`config.mk`:
```
export PLATFORM = sky130hd
export DESIGN_NAME = rpn_engine
export DESIGN_NICKNAME = d
export VERILOG_FILES = /design/src/rtl/rpn_pkg.sv /design/src/rtl/rpn_stack_ram.sv /design/src/rtl/rpn_engine.sv
export SDC_FILE = /design/constraint.sdc
export NUM_CORES = 1
export LEC_CHECK = 0
export ABC_AREA = 1
export CELL_PAD_IN_SITES_DETAIL_PLACEMENT = 1
export CELL_PAD_IN_SITES_GLOBAL_PLACEMENT = 2
export CORE_UTILIZATION = 45
export CTS_CLUSTER_DIAMETER = 30
export DETAILED_ROUTE_END_ITERATION = 7
export GPL_TIMING_DRIVEN = 0
export PLACE_DENSITY_LB_ADDON = 0.1
export SETUP_SLACK_MARGIN = 0.2
export SLEW_MARGIN = 20
export SYNTH_ARGS = -nofsm -noshare
export SYNTH_HDL_FRONTEND = slang
export SYNTH_HIERARCHICAL = 1
export SYNTH_SLANG_ARGS = --single-unit
```
`constraint.sdc`:
```
create_clock -name clk -period 14.5 [get_ports clk]
set_input_delay 1.45 -clock clk [delete_from_list [all_inputs] [get_ports clk]]
set_output_delay 1.45 -clock clk [all_outputs]
set_load 0.02 [all_outputs]
```
`src/rtl/rpn_pkg.sv`:
```
// Shared opcode, error-code and FSM state encodings for the RPN execution core.
package rpn_pkg;

    typedef enum logic [3:0] {
        OP_NOP   = 4'd0,
        OP_PUSH  = 4'd1,
        OP_DROP  = 4'd2,
        OP_DUP   = 4'd3,
        OP_NEG   = 4'd4,
        OP_CLEAR = 4'd5,
        OP_SWAP  = 4'd6,
        OP_ADD   = 4'd7,
        OP_SUB   = 4'd8,
        OP_MUL   = 4'd9
    } rpn_op_e;

    typedef enum logic [1:0] {
        ERR_NONE      = 2'd0,
        ERR_UNDERFLOW = 2'd1,
        ERR_OVERFLOW  = 2'd2
    } rpn_err_e;

    typedef enum logic {
        ST_IDLE = 1'b0,
        ST_READ = 1'b1
    } rpn_state_e;

endpackage

```
`src/rtl/rpn_stack_ram.sv`:
```
// Single-port stack RAM: synchronous write, registered read, one access per cycle.
module rpn_stack_ram #(
    parameter int DATA_WIDTH = 8,
    parameter int ADDR_WIDTH = 6
) (
    input  logic                  clk,
    input  logic                  i_we,
    input  logic [ADDR_WIDTH-1:0] i_addr,
    input  logic [DATA_WIDTH-1:0] i_wdata,
    output logic [DATA_WIDTH-1:0] o_rdata
);

    logic [DATA_WIDTH-1:0] r_mem [0:(1<<ADDR_WIDTH)-1];

    // Write-first: a write also returns the written word on the read port.
    always_ff @(posedge clk) begin
        if (i_we) begin
            r_mem[i_addr] <= i_wdata;
            o_rdata       <= i_wdata;
        end else begin
            o_rdata <= r_mem[i_addr];
        end
    end

endmodule

```
`src/rtl/rpn_engine.sv`:
```
// RPN execution core: TOS register over a RAM-backed stack, executing stack and
// arithmetic commands accepted through a valid/ready handshake.
module rpn_engine
    import rpn_pkg::*;
#(
    parameter int DATA_WIDTH = 8,
    parameter int ADDR_WIDTH = 6
) (
    input  logic                  clk,
    input  logic                  reset,
    input  logic                  cmd_valid,
    output logic                  cmd_ready,
    input  logic [3:0]            cmd_op,
    input  logic [DATA_WIDTH-1:0] cmd_data,
    output logic [DATA_WIDTH-1:0] top,
    output logic [ADDR_WIDTH:0]   depth,
    output logic                  full,
    output logic                  empty,
    output logic                  done,
    output logic                  err,
    output logic [1:0]            err_code
);

    localparam logic [ADDR_WIDTH:0]   LP_MAX   = {1'b1, {ADDR_WIDTH{1'b0}}};
    localparam logic [ADDR_WIDTH:0]   LP_ONE_D = (ADDR_WIDTH+1)'(1);
    localparam logic [ADDR_WIDTH:0]   LP_TWO_D = (ADDR_WIDTH+1)'(2);
    localparam logic [ADDR_WIDTH-1:0] LP_ONE_A = ADDR_WIDTH'(1);
    localparam logic [ADDR_WIDTH-1:0] LP_TWO_A = ADDR_WIDTH'(2);

    rpn_state_e            r_state, w_state_next;
    logic [ADDR_WIDTH:0]   r_depth, w_depth_next;
    logic [DATA_WIDTH-1:0] r_tos, w_tos_next;
    logic                  r_err, w_err_next;
    logic [1:0]            r_err_code, w_err_code_next;
    logic                  r_done, w_done_next;
    logic [3:0]            r_op, w_op_next;
    rpn_err_e              w_fault;

    logic                  w_we;
    logic                  w_ram_we;
    logic [ADDR_WIDTH-1:0] w_waddr;
    logic [ADDR_WIDTH-1:0] w_ram_addr;
    logic [DATA_WIDTH-1:0] w_wdata;
    logic [DATA_WIDTH-1:0] w_nos;
    logic [ADDR_WIDTH-1:0] w_tos_idx;
    logic [ADDR_WIDTH-1:0] w_nos_idx;
    logic [ADDR_WIDTH-1:0] w_rd_idx;
    logic                  w_full;
    logic                  w_empty;

    assign w_full    = (r_depth == LP_MAX);
    assign w_empty   = (r_depth == '0);
    assign w_tos_idx = r_depth[ADDR_WIDTH-1:0] - LP_ONE_A;
    assign w_nos_idx = r_depth[ADDR_WIDTH-1:0] - LP_TWO_A;

    // Read address follows the next depth, so the registered RAM output always
    // holds NOS for the depth in force; a write to that slot is returned directly.
    assign w_rd_idx   = w_depth_next[ADDR_WIDTH-1:0] - LP_TWO_A;
    assign w_ram_we   = w_we & ~reset;
    assign w_ram_addr = w_we ? w_waddr : w_rd_idx;

    rpn_stack_ram #(
        .DATA_WIDTH(DATA_WIDTH),
        .ADDR_WIDTH(ADDR_WIDTH)
    ) u_ram (
        .clk    (clk),
        .i_we   (w_ram_we),
        .i_addr (w_ram_addr),
        .i_wdata(w_wdata),
        .o_rdata(w_nos)
    );

    always_ff @(posedge clk or posedge reset) begin
        if (reset) r_state <= ST_IDLE;
        else       r_state <= w_state_next;
    end

    always_comb begin
        w_state_next    = r_state;
        w_depth_next    = r_depth;
        w_tos_next      = r_tos;
        w_err_next      = r_err;
        w_err_code_next = r_err_code;
        w_done_next     = 1'b0;
        w_op_next       = r_op;
        w_we            = 1'b0;
        w_waddr         = w_nos_idx;
        w_wdata         = r_tos;
        w_fault         = ERR_NONE;
        cmd_ready       = (r_state == ST_IDLE);

        case (r_state)
            ST_IDLE: begin
                if (cmd_valid) begin
                    w_done_next = 1'b1;
                    case (cmd_op)
                        OP_PUSH: begin
                            if (w_full) begin
                                w_fault = ERR_OVERFLOW;
                            end else begin
                                w_we         = ~w_empty;
                                w_waddr      = w_tos_idx;
                                w_tos_next   = cmd_data;
                                w_depth_next = r_depth + LP_ONE_D;
                            end
                        end
                        OP_DROP: begin
                            if (w_empty) begin
                                w_fault = ERR_UNDERFLOW;
                            end else begin
                                w_tos_next   = (r_depth == LP_ONE_D) ? '0 : w_nos;
                                w_depth_next = r_depth - LP_ONE_D;
                            end
                        end
                        OP_DUP: begin
                            if (w_empty) begin
                                w_fault = ERR_UNDERFLOW;
                            end else if (w_full) begin
                                w_fault = ERR_OVERFLOW;
                            end else begin
                                w_we         = 1'b1;
                                w_waddr      = w_tos_idx;
                                w_depth_next = r_depth + LP_ONE_D;
                            end
                        end
                        OP_NEG: begin
                            if (w_empty) w_fault = ERR_UNDERFLOW;
                            else         w_tos_next = '0 - r_tos;
                        end
                        OP_CLEAR: begin
                            w_depth_next    = '0;
                            w_tos_next      = '0;
                            w_err_next      = 1'b0;
                            w_err_code_next = ERR_NONE;
                        end
                        OP_SWAP, OP_ADD, OP_SUB, OP_MUL: begin
                            if (r_depth < LP_TWO_D) begin
                                w_fault = ERR_UNDERFLOW;
                            end else begin
                                w_state_next = ST_READ;
                                w_done_next  = 1'b0;
                                w_op_next    = cmd_op;
                            end
                        end
                        default: ;
                    endcase
                    if (w_fault != ERR_NONE) begin
                        w_err_next = 1'b1;
                        if (!r_err) w_err_code_next = w_fault;
                    end
                end
            end
            ST_READ: begin
                w_state_next = ST_IDLE;
                w_done_next  = 1'b1;
                case (r_op)
                    OP_SWAP: begin
                        w_we       = 1'b1;
                        w_waddr    = w_nos_idx;
                        w_tos_next = w_nos;
                    end
                    OP_ADD: begin
                        w_tos_next   = w_nos + r_tos;
                        w_depth_next = r_depth - LP_ONE_D;
                    end
                    OP_SUB: begin
                        w_tos_next   = w_nos - r_tos;
                        w_depth_next = r_depth - LP_ONE_D;
                    end
                    OP_MUL: begin
                        w_tos_next   = w_nos * r_tos;
                        w_depth_next = r_depth - LP_ONE_D;
                    end
                    default: ;
                endcase
            end
            default: w_state_next = ST_IDLE;
        endcase
    end

    always_ff @(posedge clk or posedge reset) begin
        if (reset) begin
            r_depth    <= '0;
            r_tos      <= '0;
            r_err      <= 1'b0;
            r_err_code <= ERR_NONE;
            r_done     <= 1'b0;
            r_op       <= OP_NOP;
        end else begin
            r_depth    <= w_depth_next;
            r_tos      <= w_tos_next;
            r_err      <= w_err_next;
            r_err_code <= w_err_code_next;
            r_done     <= w_done_next;
            r_op       <= w_op_next;
        end
    end

    assign top      = r_tos;
    assign depth    = r_depth;
    assign full     = w_full;
    assign empty    = w_empty;
    assign done     = r_done;
    assign err      = r_err;
    assign err_code = r_err_code;

endmodule

```
==> impl_results.md <==
- Post-CTS Setup Inserts: 0
- Rows: 86
- Cell count of the worst hold path: 2
- Root buf cell: clkbuf_16
- Clock Path Buffers: 3
- WP buf/inv: 7
- Post_cts resized: 0
- Ys flop type: edfxtp_1
- Final Hold Fails: 0
- Layout cells sized above 1: a little over an eighth
- Seq/Total Area, Yosys: between 60% and 70%
- Synthesized area: approximately 25000 um^2
- Min-Delay Path Class: flop to flop
- Placed cells: about 3200
- Pins Over Slew Limit: 0
- Synth-to-layout area growth: 22.14%
- Final period util: between 40 and 50%
- Die Wd: 238.9 um
- Critical path class: flop to flop
- Avg WL per Cell: between 20 and 30 um
- Final Setup Violations: 0
- Number of synthesized register bits: roughly 540
- Nets: approximately 2700
- Initial DRT Pass Iterations: 5
- Layout Cells excl Fill: 3459
- I/O pin count: 37
- TritonCTS buffer count: between 100 and 150
- Hold WS: around 0.51 ns
- Top cells by area, synth: edfxtp_1 (61%), nand2_1 (12%), nand3_1 (9.7%)
- Cells after Synth: 2442
- Most common cell after layout, fill and taps aside: nand2_1
- DRT iter0 DRCs: approximately 1400
- Clock transition at the registers of the reported paths: 0.05 ns
- GRT overflow: 0
- Met2 routed WL: around 43000 um
- Drt total wl: 86510 um
- CP dominant cell by count: nand2_1
- Chip height: approximately 240 um
- Syn_area_per_cell: 10.35 um^2
- Relative slew slack: a little under a quarter
- ANT nets after route: 0
- Met1 wire length: 36040 um
- Fin crit period: approximately 6.4 ns
- Buffers on Ports: 35
- FMAX: between 150 and 200 MHz
- Finished Core Util: roughly 56%
- Worst r2r path cells: 27
- FF-to-FF End: top[7]
- Asr flop ratio synth: ~4.4%
- Global placement routability congestion: 0.8964
- Unrepaired setup endpoints after global routing: no
- Detailed-route via count: between 15000 and 20000
- Post-Syn Nets: around 2500
- Antenna violations before repair: 1
- Critical path data arrival time: about 7.0 ns
- Worst Skew: 0.03499 ns
- Top-area cell type share of the netlist area: roughly three fifths
- Count of flip-flops with a built-in enable after synthesis: 512
- CTS tree: done
- Peak VDD IR: 0.0002169 V
- Setup TNS: 0 ns
- Netlist cell types: 49
- Crit-path max FO: 10
- Via/cell ratio: 5.631
- Run status: finished clean
- Post-DP HPWL: between 60000 and 70000 um
- Worst path slowest cell: clkbuf_1
- Worst slew pin tran: 1.155 ns
- Clk_lat worst skew: between 0.6 and 0.7 ns
- Crit-path leading delay family: adder cells
- # H-tree levels: 3
- Die footprint: ~57000 um^2
- Hold Crit Start: err_code[1]
- Slowest stage delay, CP: ~0.55 ns
- Critical path launch point type: flop
- GRT Util Overall: 30.94%
- Synth warn: 6
- Worst reg2reg setup slack: ~8.1 ns
- Maxcap violations: 0
- Vias in the first global route: 20659
- Leakage Power: between 10 and 15 nW
- Hold EP: err_code[1]
- Met3 wire len: slightly below 5000 um
- CP Capture Type: flop
- Post-synth top area cell: edfxtp_1
- Largest net degree at the start of global routing: 56
- DRC: 0
- Most frequent cells in the layout: nand2_1 (837), edfxtp_1 (512), nand3_1 (488)
- Clock sink total: 542
- Required time of the critical path: 15.08 ns
- Wire length of the first global-routing pass: about 130000 um
- DR top layer: met4
- Core ar.: around 55000 um^2
- Initial Utilization: between 40% and 50%
- CTS Hold Bufs: 0
- Power density over the cells: 264.0 nW/um^2
==> synthesized netlist by cell type, types with 3 or more instances <==
master / instances
a21oi_1: 29
buf_2: 42
nand2_2: 9
nand2_1: 837
inv_2: 6
nor2_4: 4
nand3_1: 488
a21oi_2: 3
nor4_1: 8
o22ai_1: 7
o21ai_1: 7
fa_1: 13
or2_2: 4
nor2_2: 8
edfxtp_1: 512
o21ai_0: 35
buf_6: 37
xor2_1: 14
a31oi_1: 4
clkbuf_1: 21
dfxtp_1: 6
inv_1: 128
nor2_1: 85
o211ai_1: 3
nand4_1: 16
buf_4: 17
ha_1: 32
xnor2_1: 3
buf_1: 10
nor3_1: 6
dfrtp_1: 24
==> how the worst max path moves through the flow <==
stage,start,endpoint,cells after the start
4_1_cts,flop,top[7],27
5_1_grt,flop,top[7],27
3_3_place_gp,cmd_op[0],u_ram/r_mem[48][0],19
2_1_floorplan,flop,top[7],31
6_report,flop,top[7],27
3_5_place_dp,cmd_op[0],u_ram/r_mem[29][6],17
==> flip-flops by register name (all words and copies together), names as in the netlist, named ones only <==
register and count:
u_ram/r_mem 512, top 8, err_code 2, done 1, err 1, r_state 1
r_op 4, depth 7
==> per-stage QoR <==
stage | cell area, um^2 | setup slack (ns) | power, mW
6_report | 30860 | 8.085 | 8.146
5_1_grt | 30850 | 7.847 | 8.594
4_1_cts | 30850 | 8.022 | 8.185
3_5_place_dp | 26860 | 7.776 | 5.484
3_3_place_gp | 26550 | 7.703 | 5.340
2_1_floorplan | 25260 | 9.784 | 4.194
==> report_power, final <==
part,total [mW],switching [mW],internal (mW)
combinational,3.37,2.36,1.02
sequential,2.11,0.144,1.96
clock,2.66,0.868,1.80
total,8.15,3.37,4.77
==> worst min-delay path: cells and delay by family, from the launching register on <==
kind | cells | cell delay [ns]
DFF | 1 | 0.34
and+or+nand+nor | 2 | 0.12
==> final cells by class <==
type	count	area (um^2)
Antenna cell	1	2.502
Buffer	130	905.9
Clock buffer	131	2990
Clock inverter	85	999.7
Fill cell	5966	24450
Inverter	136	515.5
Multi-Input combinational cell	1634	7804
Sequential cell	542	16130
Tap cell	748	935.9
Timing Repair Buffer	52	578.1
==> routing by layer <==
metal  vias to the layer above  GRT usage, %
met5                         -             0
met4                         0         11.95
met3                       169         4.642
met2                       675         52.95
met1                      9871         39.51
li1                       8762             -
==> kinds of logic (layout without fill, tap and decap cells) <==
logic type / after synthesis / in the layout / share of synthesized area, %
flops: 542 / 542 / 63.71
simple gates: 1471 / 1471 / 25.06
fa+ha+maj: 45 / 45 / 2.615
buf+inv: 266 / 534 / 5.626
compound gates: 100 / 100 / 2.362
xor+xnor: 17 / 17 / 0.5894
mux: 1 / 1 / 0.03962
other cells: 0 / 1 / 0
Power figures use the tool's default switching activity.
